**src/rtl/iterative_rotator_pkg.sv**
```systemverilog
// Shared definitions for the iterative shift/rotate unit: mode codes, FSM states,
// and the processor-side issue packet.
package iterative_rotator_pkg;

  localparam int unsigned REGISTER_SIZE = 32;
  localparam int unsigned MODE_W        = 3;
  localparam int unsigned REG_AMOUNT_W  = $clog2(REGISTER_SIZE);

  typedef enum logic [MODE_W-1:0] {
    SHL = 3'd0,
    SHR = 3'd1,
    ASR = 3'd2,
    ROL = 3'd3,
    ROR = 3'd4
  } shift_mode_e;

  typedef enum logic [1:0] {
    ST_IDLE = 2'd0,
    ST_BUSY = 2'd1,
    ST_DONE = 2'd2
  } rot_state_e;

  // Issue payload as the processor decode hands it to the unit.
  typedef struct packed {
    logic [REG_AMOUNT_W-1:0]  shift_amount;
    logic [REGISTER_SIZE-1:0] op;
    shift_mode_e              mode;
  } rotator_packet_t;

  function automatic logic is_legal_mode(input logic [MODE_W-1:0] code);
    return code <= MODE_W'(ROR);
  endfunction

endpackage

```
**src/rtl/iterative_rotator_if.sv**
```systemverilog
// Issue/result handshake bundle between the processor and the rotator unit.
interface iterative_rotator_if #(
  parameter int unsigned WIDTH = 32
);
  import iterative_rotator_pkg::*;

  localparam int unsigned AW = $clog2(WIDTH);

  logic              in_valid;
  logic              in_ready;
  logic [MODE_W-1:0] in_mode;
  logic [WIDTH-1:0]  in_data;
  logic [AW-1:0]     in_amount;
  logic              out_valid;
  logic              out_ready;
  logic [WIDTH-1:0]  out_data;
  logic              out_error;

  modport master (
    output in_valid, in_mode, in_data, in_amount, out_ready,
    input  in_ready, out_valid, out_data, out_error
  );

  modport slave (
    input  in_valid, in_mode, in_data, in_amount, out_ready,
    output in_ready, out_valid, out_data, out_error
  );

endinterface

```
**src/rtl/iterative_rotator_stage.sv**
```systemverilog
// One logarithmic shifter stage: moves the value by 2**INDEX when enabled.
module iterative_rotator_stage
  import iterative_rotator_pkg::*;
#(
  parameter int unsigned WIDTH = 32,
  parameter int unsigned INDEX = 0
) (
  input  logic [WIDTH-1:0] value,
  input  logic             enable,
  input  shift_mode_e      mode,
  input  logic             sign,
  output logic [WIDTH-1:0] result
);

  localparam int unsigned DIST = 2 ** INDEX;

  // Illegal mode codes fall through unchanged so the operand passes straight out.
  always_comb begin
    result = value;
    if (enable) begin
      case (mode)
        SHL:     result = {value[WIDTH-DIST-1:0], {DIST{1'b0}}};
        SHR:     result = {{DIST{1'b0}}, value[WIDTH-1:DIST]};
        ASR:     result = {{DIST{sign}}, value[WIDTH-1:DIST]};
        ROL:     result = {value[WIDTH-DIST-1:0], value[WIDTH-1:WIDTH-DIST]};
        ROR:     result = {value[DIST-1:0], value[WIDTH-1:DIST]};
        default: result = value;
      endcase
    end
  end

endmodule

```
**src/rtl/iterative_rotator.sv**
```systemverilog
// Multi-cycle shift/rotate unit: resolves STAGES_PER_CYCLE log-shifter stages per
// busy cycle behind a valid/ready issue port; constant latency of N busy cycles.
module iterative_rotator
  import iterative_rotator_pkg::*;
#(
  parameter int unsigned WIDTH            = 32,
  parameter int unsigned STAGES_PER_CYCLE = 1
) (
  input logic           clock,
  input logic           reset_n,
  iterative_rotator_if.slave bus
);

  localparam int unsigned AW = $clog2(WIDTH);
  localparam int unsigned N  = (AW + STAGES_PER_CYCLE - 1) / STAGES_PER_CYCLE;
  localparam int unsigned CW = (N > 1) ? $clog2(N) : 1;

  rot_state_e       state_q, state_d;
  logic             in_ready_q;
  logic             out_valid_q;
  logic [WIDTH-1:0] out_data_q;
  logic             out_error_q;
  logic [CW-1:0]    cnt_q;
  logic [WIDTH-1:0] work_q;
  logic [AW-1:0]    amount_q;
  shift_mode_e      mode_q;
  logic             sign_q;

  logic load_c;
  logic step_c;
  logic last_step_c;

  logic [N-1:0][WIDTH-1:0] cycle_out;

  // One fixed-index stage chain per busy cycle; the counter selects which one applies.
  for (genvar c = 0; c < N; c++) begin : g_cycle
    logic [STAGES_PER_CYCLE:0][WIDTH-1:0] link;
    assign link[0] = work_q;
    for (genvar j = 0; j < STAGES_PER_CYCLE; j++) begin : g_stage
      localparam int unsigned K = c * STAGES_PER_CYCLE + j;
      if (K < AW) begin : g_live
        iterative_rotator_stage #(
          .WIDTH (WIDTH),
          .INDEX (K)
        ) u_stage (
          .value  (link[j]),
          .enable (amount_q[K]),
          .mode   (mode_q),
          .sign   (sign_q),
          .result (link[j+1])
        );
      end else begin : g_pass
        assign link[j+1] = link[j];
      end
    end
    assign cycle_out[c] = link[STAGES_PER_CYCLE];
  end

  assign last_step_c = (cnt_q == CW'(N - 1));

  // Next-state and datapath strobes.
  always_comb begin
    state_d = state_q;
    load_c  = 1'b0;
    step_c  = 1'b0;
    case (state_q)
      ST_IDLE: begin
        if (bus.in_valid) begin
          load_c  = 1'b1;
          state_d = ST_BUSY;
        end
      end
      ST_BUSY: begin
        step_c = 1'b1;
        if (last_step_c) state_d = ST_DONE;
      end
      ST_DONE: begin
        if (bus.out_ready) state_d = ST_IDLE;
      end
      default: state_d = ST_IDLE;
    endcase
  end

  // Handshake flags are registered from the next state, so neither depends on
  // the same-cycle in_valid/out_ready.
  always_ff @(posedge clock or negedge reset_n) begin
    if (!reset_n) begin
      state_q     <= ST_IDLE;
      in_ready_q  <= 1'b1;
      out_valid_q <= 1'b0;
      out_data_q  <= '0;
      out_error_q <= 1'b0;
      cnt_q       <= '0;
      work_q      <= '0;
      amount_q    <= '0;
      mode_q      <= SHL;
      sign_q      <= 1'b0;
    end else begin
      state_q     <= state_d;
      in_ready_q  <= (state_d == ST_IDLE);
      out_valid_q <= (state_d == ST_DONE);
      if (load_c) begin
        work_q   <= bus.in_data;
        amount_q <= bus.in_amount;
        mode_q   <= shift_mode_e'(bus.in_mode);
        sign_q   <= bus.in_data[WIDTH-1];
        cnt_q    <= '0;
      end
      if (step_c) begin
        work_q <= cycle_out[cnt_q];
        cnt_q  <= last_step_c ? '0 : cnt_q + CW'(1);
      end
      // Result registers only move on entry to DONE.
      if (step_c && last_step_c) begin
        out_data_q  <= cycle_out[cnt_q];
        out_error_q <= !is_legal_mode(mode_q);
      end
    end
  end

  assign bus.in_ready  = in_ready_q;
  assign bus.out_valid = out_valid_q;
  assign bus.out_data  = out_data_q;
  assign bus.out_error = out_error_q;

endmodule
```
**src/flat_wrapper.sv**
```systemverilog
// flat-port wrapper written by rule: the top's interface ports become plain ports
module iterative_rotator_flat import iterative_rotator_pkg::*;
#(
  parameter int unsigned WIDTH            = 32,
  parameter int unsigned STAGES_PER_CYCLE = 1
)
  (clock, reset_n, bus_in_valid, bus_in_mode, bus_in_data, bus_in_amount, bus_out_ready, bus_in_ready, bus_out_valid, bus_out_data, bus_out_error);
  iterative_rotator_if #(.WIDTH(WIDTH)) bus_i ();
  input logic clock;
  input logic reset_n;
  input wire logic [$bits(bus_i.in_valid)-1:0] bus_in_valid;
  input wire logic [$bits(bus_i.in_mode)-1:0] bus_in_mode;
  input wire logic [$bits(bus_i.in_data)-1:0] bus_in_data;
  input wire logic [$bits(bus_i.in_amount)-1:0] bus_in_amount;
  input wire logic [$bits(bus_i.out_ready)-1:0] bus_out_ready;
  output wire logic [$bits(bus_i.in_ready)-1:0] bus_in_ready;
  output wire logic [$bits(bus_i.out_valid)-1:0] bus_out_valid;
  output wire logic [$bits(bus_i.out_data)-1:0] bus_out_data;
  output wire logic [$bits(bus_i.out_error)-1:0] bus_out_error;
  assign bus_i.in_valid = bus_in_valid;
  assign bus_i.in_mode = bus_in_mode;
  assign bus_i.in_data = bus_in_data;
  assign bus_i.in_amount = bus_in_amount;
  assign bus_i.out_ready = bus_out_ready;
  assign bus_in_ready = bus_i.in_ready;
  assign bus_out_valid = bus_i.out_valid;
  assign bus_out_data = bus_i.out_data;
  assign bus_out_error = bus_i.out_error;
  iterative_rotator #(.WIDTH(WIDTH), .STAGES_PER_CYCLE(STAGES_PER_CYCLE)) u_core (.clock(clock), .reset_n(reset_n), .bus(bus_i));
endmodule
```
**config.mk**
```make
export PLATFORM = sky130hd
export DESIGN_NAME = iterative_rotator_flat
export DESIGN_NICKNAME = d
export VERILOG_FILES = /design/src/rtl/iterative_rotator_pkg.sv /design/src/rtl/iterative_rotator_if.sv /design/src/rtl/iterative_rotator_stage.sv /design/src/rtl/iterative_rotator.sv /design/src/flat_wrapper.sv
export SDC_FILE = /design/constraint.sdc
export NUM_CORES = 1
export LEC_CHECK = 0
export ABC_AREA = 1
export CAP_MARGIN = 0
export CORE_MARGIN = 2
export CORE_UTILIZATION = 51
export DETAILED_ROUTE_END_ITERATION = 10
export GPL_TIMING_DRIVEN = 0
export MAX_ROUTING_LAYER = met4
export PLACE_DENSITY_LB_ADDON = 0.08
export SETUP_SLACK_MARGIN = 0.2
export SKIP_LAST_GASP = 1
export SYNTH_ARGS = -nofsm -noshare
export SYNTH_HDL_FRONTEND = slang
export SYNTH_SLANG_ARGS = --single-unit
```
**constraint.sdc**
```tcl
create_clock -name clock -period 6.4 [get_ports clock]
set_input_delay 0.96 -clock clock [delete_from_list [all_inputs] [get_ports clock]]
set_output_delay 0.96 -clock clock [all_outputs]
set_load 0.1 [all_outputs]
```
==> flow_results.org <==
** Floorplanning
- In this run the vertical extent of the chip is 129.5 um.
- The initialized floorplan defines 45 standard-cell rows.
- Initial Utilization :: 52.48%
- Core area :: 15310 sq um
- The floorplan step defined a die boundary enclosing 16780 sq um.
- Number of ports placed on the die boundary :: 79
- Die span in x :: 129.5 um

** Setup path
- Counting stages on the worst path, the most repeated cell is nand2_1.
- Setup crit end kind :: flip-flop
- Reg-to-reg slack, setup :: 3.01 ns
- The worst register-to-register path begins at u_core.cnt_q[0].
- Startpoint class of the critical path :: flip-flop
- In this run the worst setup path terminates at u_core.bus.out_data[7].
- Cell chain of the critical path :: inv_1, clkbuf_1, buf_1, ha_1, nand2_1, nor2_1, inv_2, clkbuf_1, nand2_1, nand2_1
- On the worst path, the slowest cell contributes a delay of 0.70 ns.
- At the worst endpoint, the arrival time is 3.62 ns.
- Slowest library cell on the worst path :: buf_1
- The endpoint identified for the worst register-to-register timing path is u_core.bus.out_data[7].
- The worst setup path is of the reg -> reg kind.
- Cells on worst reg2reg path :: 10
- Along the worst path, the maximum fanout reaches 10.
- The most critical setup path has its startpoint at u_core.cnt_q[0].
- STA puts the critical path data required time at 6.63 ns.

** Timing
- Headroom to the max-slew limit came out at 28.05%.
- Max-slew violation total from the final report :: 0
- Derived from the worst setup path, the maximum achievable clock frequency is 0.2952 GHz.
- Counting I/O delays and the setup requirement, the final critical path takes 3.387 ns.
- Worst-case clock skew :: 0.01046 ns
- Setup-violating endpoint count in the final report :: 0
- Setup repair after global routing left no endpoint under its margin.
- The final critical path takes up 52.93% of the cycle.
- At the pin with the least slew margin, the transition time is 1.079 ns.
- Setup TNS Final :: 0 ns
- Final count of hold timing violations :: 0

** Synthesis
- Counting every instance in the synthesized netlist gives 1403.
- The number of different library cells used by synthesis comes to 36.
- In this run, synthesis produced a sequential element count of 81.
- Adder-cell share of the synthesized area :: 0.3114%
- The Yosys step of the flow raised 0 warnings.
- XOR/XNOR Fraction of Synth Area :: 0.1090%
- Combinational family with the most area after synthesis :: simple AND/OR/NAND/NOR gates
- Measured against the total synthesized area, the mux share comes to 0%.
- Sequential cells were found to cover 25.24% of the synthesized design area.
- Post-Synthesis Net Count :: 1449
- Simple-gate share of the synthesized area :: 45.77%
- Synth Area in Compound Gates :: 17.94%
- Area of the mapped netlist :: 8036 sq um
- The average instance in the mapped netlist occupies 5.728 sq um.

** Worst hold path
- Kind of path behind the tightest hold check :: in -> async

** Final layout
- Once layout is complete, the utilization of the core stands at 61.61%.
- In the final layout, the share of cells above drive strength 1 is 6.208%.
- At the end of the flow, the number of nets in the layout was 1539.
- Syn-to-layout area delta :: 17.41%

** CTS
- Clock-pin slew was measured on the worst setup and hold paths at 0.07 ns.
- Resize count post-CTS :: 0
- Buffers inserted to repair hold after CTS numbered 0.
- TritonCTS built the clock tree.
- Buffers added to address setup during post-CTS repair amount to 0.
- In this run, CTS created clock tree buffers numbering 9.
- Root Buffer Master :: clkbuf_16
- Deepest level of the CTS H-tree :: 3
- Maximum number of buffers from clock root to sink :: 2
- The tree built by TritonCTS fans out to 81 sinks.
- Clk Latency, worst-skew pair :: 0.36 ns

** Routing
- Summing over every cut layer, the via total after detailed routing is 11460.
- The pre-antenna-repair detailed-routing pass consisted of 10 iterations.
- Antenna-violating nets left :: 0
- In the final routed layout, each cell accounts on average for 25.60 um.
- Wires add up to 43.83 mm.
- Average via count per standard cell :: 6.696
- DR DRC count :: 0
- Iter 0 DRT Violations :: 2317

** Global route
- Global-route usage over all layers :: 54.24%
- The first global-routing pass estimated 64.42 mm of wire.
- Pin count of the biggest net entering global routing :: 75
- The number of global-route vias before repair came to 10550.
- Global routing finished with a remaining overflow of 0.
- Initial antenna violation count :: 2

** Flow run
- Max-cap violations in this run came to 0.

** Outcome
- The flow ran to the end, and the final reports show no timing, DRC or antenna violations.

** Placed design
- The congestion estimate from routability-driven global placement came to 1.289.
- Detailed-placement wirelength estimate :: 31.34 mm
- In this run the tool buffered the top-level ports with 78 buffer cells.
cells in the mapped netlist (all sizes together):
cell type  instances  area, sq um
nand2            560         2162
nand3            166        840.8
a21oi            139        699.4
nor2             109        483.0
o21ai             94        474.2
inv               93        354.1
dfrtp             80         2002
buf               51        346.6
clkbuf            38        142.6
o211ai            27        202.7
nand4             26        168.9
o22ai              9        56.30
clkinv             3        11.26
ha                 2        25.02
dfstp              1        26.28
nand3b             1        7.510
nor2b              1        6.260
nor3               1        10.01
o221ai             1        8.760
xnor2              1        8.760
worst min-delay path by stage:
stage,startpoint,endpoint,slack [ns],cells after the start
after global routing,reset_n,u_core.amount_q[0],0.44,1
after floorplan,u_core.sign_q,u_core.sign_q,0.46,2
after detailed placement,u_core.bus.out_data[0],u_core.bus.out_data[0],0.46,2
after global placement,u_core.bus.out_data[22],u_core.bus.out_data[22],0.46,2
final,reset_n,u_core.amount_q[0],0.42,1
after CTS,reset_n,u_core.amount_q[0],0.43,1
state kept, by name, summed over array words and instances, names as in the netlist:
register,count
u_core.amount_q,5
u_core.bus.in_ready,1
u_core.bus.out_data,32
u_core.bus.out_error,1
u_core.bus.out_valid,1
u_core.cnt_q,3
u_core.mode_q,3
u_core.sign_q,1
u_core.state_q,2
u_core.work_q,32
critical path: cells and delay by family, from the launching register on:
kind                     cells  cell delay [ns]
flip-flops                   1             0.46
AND/OR/NAND/NOR              4             0.73
buffers and inverters        5             1.78
adder cells (fa/ha/maj)      1             0.27
cell type report:
cell class	count	area, sq um
fill	1463	5879
clock inverter	6	92.59
tap	211	264.0
buffer	89	489.2
sequential	81	2028
inverter	96	365.4
multi-input combinational	1137	5154
antenna	3	7.507
timing repair buffer	79	805.8
clock buffer	10	229.0
metal layers:
| metal | vias up | part of all wire, % | track usage (%) |
|---|---|---|---|
| met5 | - | 0 | - |
| met4 | 0 | 9.4 | 34.66 |
| met3 | 439 | 18 | 26.38 |
| met2 | 1236 | 39 | 74.86 |
| met1 | 5021 | 34 | 62.48 |
| li1 | 4768 | - | - |
per-stage QoR:
step           setup slack (ns)  cells  hold slack [ns]  instance area [sq um]
4_1_cts                   3.298   1709           0.4295                   9428
3_3_place_gp              1.435   1692           0.4626                   9081
3_5_place_dp              3.231   1693           0.4643                   9106
2_1_floorplan             4.274   1403           0.4624                   8036
5_1_grt                   3.090   1711           0.4366                   9433
6_report                  3.013   1712           0.4170                   9435
logic make-up after synthesis:
group	after synthesis
AO/OA/AOI/OAI	270
XOR/XNOR	1
buffers and inverters	185
AND/OR/NAND/NOR	864
flip-flops	81
adder cells (fa/ha/maj)	2
cell usage in the layout, fill, tap and decap left out, types with 3 or more instances in the layout:
master / n
a21oi_1: 138
buf_1: 7
buf_2: 22
buf_4: 12
buf_6: 10
clkbuf_1: 39
clkbuf_16: 9
clkdlybuf4s50_1: 77
clkinv_1: 3
dfrtp_1: 80
diode_2: 3
inv_1: 87
inv_2: 4
nand2_1: 550
nand2_2: 3
nand2_4: 7
nand3_1: 164
nand4_1: 25
nor2_1: 100
nor2_2: 4
nor2_8: 3
o211ai_1: 27
o21ai_0: 73
o21ai_1: 20
o22ai_1: 9
Power is not shown: default switching activity piles up to over one toggle a cycle in this logic, so the estimate is an artifact.
